[src/rtl/shift_add_mult.sv]
// 4x4 unsigned shift-and-add multiplier (IDLE/CALC/DONE) with ripple-carry accumulate.
// Define MULT_EARLY_DONE_EN to leave CALC as soon as no multiplier bits remain.
module full_adder (
  input  logic x,
  input  logic y,
  input  logic ci,
  output logic s,
  output logic co
);
  assign s  = x ^ y ^ ci;
  assign co = (x & y) | (ci & (x ^ y));
endmodule

module shift_add_mult (
  input  logic       clk,
  input  logic       rst,
  input  logic       start,
  input  logic [3:0] a,
  input  logic [3:0] b,
  output logic       busy,
  output logic       done,
  output logic [7:0] p
);
  typedef enum logic [1:0] {IDLE, CALC, DONE} state_t;

  state_t      state, state_nx;
  logic [7:0]  acc, mcand, addend, sum;
  logic [3:0]  mplier;
  logic [1:0]  cnt;
  logic [7:0]  carry;
  logic        carry_unused;
  logic        last;

  assign addend   = mplier[0] ? mcand : 8'd0;
  assign carry[0] = 1'b0;

  for (genvar gi = 0; gi < 7; gi++) begin : g_fa
    full_adder u_fa (
      .x (acc[gi]),
      .y (addend[gi]),
      .ci(carry[gi]),
      .s (sum[gi]),
      .co(carry[gi+1])
    );
  end

  // Carry out of bit 7 is dropped: the product never exceeds 8 bits.
  full_adder u_fa_msb (
    .x (acc[7]),
    .y (addend[7]),
    .ci(carry[7]),
    .s (sum[7]),
    .co(carry_unused)
  );

`ifdef MULT_EARLY_DONE_EN
  assign last = (cnt == 2'd3) || (mplier[3:1] == 3'd0);
`else
  assign last = (cnt == 2'd3);
`endif

  always_comb begin
    state_nx = state;
    unique case (state)
      IDLE: if (start) state_nx = CALC;
      CALC: if (last) state_nx = DONE;
      DONE: state_nx = IDLE;
      default: state_nx = IDLE;
    endcase
  end

  always_ff @(posedge clk) begin
    if (rst) begin
      state  <= IDLE;
      p      <= 8'd0;
      acc    <= 8'd0;
      mcand  <= 8'd0;
      mplier <= 4'd0;
      cnt    <= 2'd0;
    end else begin
      state <= state_nx;
      unique case (state)
        IDLE: if (start) begin
          mcand  <= {4'd0, a};
          mplier <= b;
          acc    <= 8'd0;
          cnt    <= 2'd0;
        end
        CALC: begin
          acc    <= sum;
          mcand  <= mcand << 1;
          mplier <= mplier >> 1;
          cnt    <= cnt + 2'd1;
          if (last) p <= sum;
        end
        default: ;
      endcase
    end
  end

  assign busy = (state == CALC);
  assign done = (state == DONE);
endmodule

[config.mk]
export PLATFORM = sky130hd
export DESIGN_NAME = shift_add_mult
export DESIGN_NICKNAME = d
export VERILOG_FILES = /design/src/rtl/shift_add_mult.sv
export SDC_FILE = /design/constraint.sdc
export NUM_CORES = 1
export LEC_CHECK = 0
export CAP_MARGIN = 25
export CORE_ASPECT_RATIO = 1.4
export CORE_MARGIN = 2
export CORE_UTILIZATION = 25
export CTS_CLUSTER_SIZE = 16
export DETAILED_ROUTE_END_ITERATION = 16
export GPL_TIMING_DRIVEN = 1
export HOLD_SLACK_MARGIN = 0.06
export PLACE_DENSITY = 0.48
export SETUP_SLACK_MARGIN = 0.4
export SYNTH_ARGS = -nofsm -noshare
export SYNTH_HDL_FRONTEND = slang
export SYNTH_SLANG_ARGS = --single-unit
[constraint.sdc]
create_clock -name clk -period 3.75 [get_ports clk]
set_input_delay 1.125 -clock clk [delete_from_list [all_inputs] [get_ports clk]]
set_output_delay 1.125 -clock clk [all_outputs]
set_load 0.05 [all_outputs]
* Word-level counts from Yosys, hierarchy flattened
Index checks and enable logic that the tools add are counted.
Cells by class: $add $sub $neg 1, equal/unequal tests 5, muxes and demuxes 12, bitwise operators 34, reductions and logical operators 5
Operator list (count):
- case mux 8 bit (2 select lines) | 2
- 2-to-1 mux 8 bit | 3
- XOR 1 bit | 15
- AND 1 bit | 13
- case mux 2 bit (2 select lines) | 2
- case mux 4 bit (2 select lines) | 1
- 2-to-1 mux 2 bit | 3
- bitwise OR 1 bit | 6
- AND reduction 2 bit | 3
- equality test 2 bit (second input constant) | 2
- 2-to-1 mux 4 bit | 1
- adder 2 x 1 -> 2 bit (second input constant) | 1
- equality test 2 x 1 -> 1 bit (second input constant) | 1
- logical NOT 2 bit | 1
- inequality test 2 x 1 -> 1 bit (second input constant) | 1
- inequality test 2 bit (second input constant) | 1
- nonzero test 2 bit | 1
Word-level totals: bits in registers 32, bits of input ports 11, output and inout port bits 10

* Depth between registers and ports, before layout
depth after elaboration 16, mapped depth 16, gate-level depth less buffers 15

* By module
A second synthesis with hierarchy kept.
Second synthesis, totals: cell total of the unflattened synthesis 151, area, all modules 1566.5 um^2
Modules (own cells, without submodules):
- shift_add_mult | instances 1, cells an instance 143, area an instance 1406.3 um^2
- full_adder | instances 8, cells an instance 1, area an instance 20.0 um^2

* Worst setup path before layout
OpenSTA, ideal clock, no wires.
kind register to register, start reg mplier[0], end reg p[7], arrival 3.269 ns, required time 3.690 ns, setup slack 0.421 ns, cell stages (with the launch flop) 17, path buffers 1, period minus slack after synthesis 3.329 ns, cells stage by stage dfxtp_1 -> buf_6 -> and2_1 -> ha_1 -> inv_1 -> fa_1 -> fa_1 -> fa_1 -> inv_1 -> fa_1 -> inv_1 -> fa_1 -> inv_1 -> fa_1 -> a21bo_2 -> a2111oi_4 -> a311o_1
Between the ends: longest elaborated chain between the ends 15
RTL lines:
- start: declaration | line 28 | logic [3:0] mplier;
- start signal: assignment | line 92 | mplier <= mplier >> 1;
- 2-to-1 mux 8 bit (*) | line 34 | assign addend = mplier[0] ? mcand : 8'd0;
- AND 1 bit or XOR 1 bit (tied branches) | line 11 | assign co = (x & y) | (ci & (x ^ y));
- AND 1 bit | line 11
- bitwise OR 1 bit | line 11
- AND 1 bit | line 11
- bitwise OR 1 bit | line 11
- AND 1 bit | line 11
- bitwise OR 1 bit | line 11
- AND 1 bit | line 11
- bitwise OR 1 bit | line 11
- AND 1 bit | line 11
- bitwise OR 1 bit | line 11
- AND 1 bit | line 11
- bitwise OR 1 bit | line 11
- XOR 1 bit (*) | line 10 | assign s = x ^ y ^ ci;
- end signal: assignment | line 94 | if (last) p <= sum;
- end: declaration | line 22 | output logic [7:0] p
Every way passes the cells marked *; elsewhere a longest branch is shown, timed or not. A chain may end at the register's enable or synchronous reset.

* Worst setup path in the final report
start reg mcand[0], end reg p[7]
Between the ends: longest elaborated chain between the ends 15
RTL lines:
- start: declaration | line 27 | logic [7:0] acc, mcand, addend, sum;
- start signal: assignment | line 84 | mcand <= {4'd0, a};
- start signal: assignment | line 91 | mcand <= mcand << 1;
- 2-to-1 mux 8 bit | line 34
- AND 1 bit (2 in series) | line 11
- bitwise OR 1 bit | line 11
- AND 1 bit | line 11
- bitwise OR 1 bit | line 11
- AND 1 bit | line 11
- bitwise OR 1 bit | line 11
- AND 1 bit | line 11
- bitwise OR 1 bit | line 11
- AND 1 bit | line 11
- bitwise OR 1 bit | line 11
- AND 1 bit | line 11
- bitwise OR 1 bit | line 11
- XOR 1 bit | line 10
Every way passes these cells.

==> impl_metrics.tcl <==
set metrics [dict create \
    status "finished clean" \
    synthToLayoutAreaGrowth_pct 22.5 \
    track_usage_pct 11.0 \
    synthMuxAreaShare_pct 0.651 \
    die_w_microns 70.3 \
    nets 197 \
    dpl.hpwl_microns 2330 \
    instances_no_fill 249 \
    synth_top_cell_by_area "dfxtp_1" \
    wl_per_cell_microns 13.8 \
    clockRootBuffer "clkbuf_8" \
    hp-class "flip-flop to flip-flop" \
    cts_setup_buffers 0 \
    finalMaxSlewViolations 0 \
    async_flop_share_pct 0 \
    power.density_nw_per_um2 403 \
    path_clk_slew_ns 0.07 \
    dieArea_sq_um 6800 \
    grt_overflow 0 \
    cap_violations 0 \
    htreeDepth 2 \
    grt_max_degree 19 \
    p_sw_share_pct 23.9 \
    hold_ws_ns 0.462 \
    cp.arrival_ns 3.50 \
    synthAdderAreaFrac_pct 9.44 \
    leakage_nw 0.666 \
    ant_nets 0 \
    switching_power_mw 0.182 \
    dr.pass1.iters 4 \
    seq_area_frac_synth_pct 41.7 \
    worst_slew_pin_slew_ns 0.693 \
    cp-end-kind "flip-flop" \
    cts_made_buffers 5 \
    initial_core_util_pct 26.0 \
    use_met3_pct 2.71 \
    cp-start-kind "flip-flop" \
    place_inst 241 \
    cts.sinks 32 \
    synthTopCellsByArea "dfxtp_1, fa_1, nor2_1, nand2_1, a22oi_1" \
    fin_crit_ns 3.27 \
    crit_type "flip-flop to flip-flop" \
    p_seq_share_pct 47.3 \
    regToRegSetupSlack_ns 0.48 \
    ir_worst_vdd_uv 106 \
    antenna_cells 0 \
    yosys-top-cells-count "dfxtp_1, nor2_1, nand2_1" \
    yosysUniqueCellTypes 34 \
    clk_latency_ns 0.29 \
    clkPwrFrac_pct 43.4 \
    utilization_pct 31.9 \
    antenna_found_initial 0 \
    synth_top_family_by_area "compound AO/OA/AOI/OAI gates" \
    synth_edf_count 0 \
    finalInstanceArea_sq_um 1880 \
    avgViaCountPerCell 4.62 \
    netlist_area_sq_um 1540 \
    fmax_mhz 306 \
    drtIter0Drc 30 \
    grt.met1_usage_pct 12.6 \
    placed_area_sq_um 1760 \
    vias 1151 \
    core_sq_um 5900 \
    grt_pass1_wl_microns 5800 \
    gp_congestion 0.678 \
    tns_ns 0 \
    postSynthCellCount 159 \
    post-route-period-util_pct 87.1 \
    grt.busiest_layer "met2" \
    ys_warn_count 0 \
    synth_top_area_share_pct 41.7 \
    p_comb_share_pct 9.3 \
    grt_pass1_vias 1174 \
    use_met2_pct 18.4 \
    synth.most_common_cell "dfxtp_1" \
    setup_viol 0 \
    cts_tree "yes" \
    rows 33 \
    portBuffers 20 \
    synthSimpleGateAreaFrac_pct 18.7 \
    layout-drive-gt1-share_pct 15.6 \
    avgSynthCellArea_sq_um 9.67 \
    slew_headroom_pct 53.7 \
    synthFlopType "dfxtp_1" \
    rsz0062_at_grt "true" \
    synth_nets 178 \
    cp_max_fo 4 \
    cts_buffer_depth 2 \
    routed_wl_microns 3450 \
    synth_compound_area_share_pct 21.2 \
    p_int_mw 0.577 \
    drc 0 \
    finClkSkew_ns 0.00850 \
    required_ns 3.98 \
    cts_hold_buf 0 \
    hold_viol 0 \
    io_pins 21 \
    synth-xor-area-share_pct 0 \
    ys_seq_elements 32 \
    die_h_microns 96.8 \
]
-- sequential cells by signal, summed over array words and instances, names as in the netlist --
name and flops:
cnt 2, mcand 8, state 2, mplier 4
p 8, acc 8
-- path summary, 6_finish.rpt --
check                              start  endpoint  cells after the start
worst max register to register  mcand[0]      p[7]                     15
worst min-delay path                p[6]      p[6]                      2
worst min register to register      p[6]      p[6]                      2
worst max-delay path            mcand[0]      p[7]                     15
-- area by class of cell --
| class | count | area (sq um) |
|---|---|---|
| multi-input combinational | 106 | 785 |
| inverter | 10 | 37.5 |
| clock inverter | 2 | 35.0 |
| tap | 70 | 87.6 |
| fill | 619 | 4020 |
| sequential | 32 | 642 |
| clock buffer | 6 | 72.6 |
| timing repair buffer | 23 | 225 |
-- power by group through the flow --
stage	clock, mW	combinational [mW]	sequential (mW)
detailed placement	0	0.0711	0.367
CTS	0.340	0.0722	0.359
floorplan	0	0.0546	0.363
global placement	0	0.0717	0.366
global route	0.356	0.0787	0.360
finish	0.329	0.0709	0.359
-- metal layers --
metal	share of wire [%]	up-vias
li1	-	579
met1	45	549
met2	50	18
met3	2.9	5
met4	2.1	0
met5	0	-
-- repair_timing --
item                       4_1_cts  5_1_grt
pin swaps                        1        1
resized for setup                4        4
setup endpoints to repair        2        4
-- through the flow --
stage | setup WS (ns) | power, mW
global placement | 0.426 | 0.438
CTS | 0.402 | 0.771
finish | 0.485 | 0.759
floorplan | 0.421 | 0.418
global route | 0.331 | 0.795
detailed placement | 0.367 | 0.438
-- placed cells by master, fill, tap and decap left out, types with 2 or more instances in the layout --
cell type	netlist	routed
clkbuf_8	0	5
and2_1	3	3
inv_1	9	8
a311oi_1	6	6
clkdlybuf4s50_1	0	19
dfxtp_1	32	31
a21oi_1	3	3
a22oi_1	10	10
nor3b_1	3	3
fa_2	0	4
fa_1	6	2
ha_1	2	2
buf_4	1	3
a211oi_2	4	4
inv_2	1	2
nor2_1	26	26
nand3b_2	2	2
nand2_1	23	23
a2bb2oi_1	4	4
-- critical path, stage by stage (launching register included) --
cell	delay [ns]
dfxtp_2	0.33
and2_1	0.13
ha_1	0.14
inv_1	0.05
fa_2	0.33
fa_2	0.34
fa_1	0.36
inv_1	0.07
fa_1	0.15
inv_1	0.05
fa_2	0.33
inv_2	0.06
fa_2	0.18
a21bo_4	0.24
a2111oi_4	0.28
a311o_1	0.15
-- cells by family (layout without fill, tap and decap cells) --
logic type | Yosys count | after routing
and+or+nand+nor | 62 | 62
DFF | 32 | 32
adders and majority gates | 8 | 8
muxes | 1 | 1
AOI/OAI and AO/OA | 35 | 35
buffers and inverters | 21 | 41
Note: power is estimated with default switching activity, not from simulation.
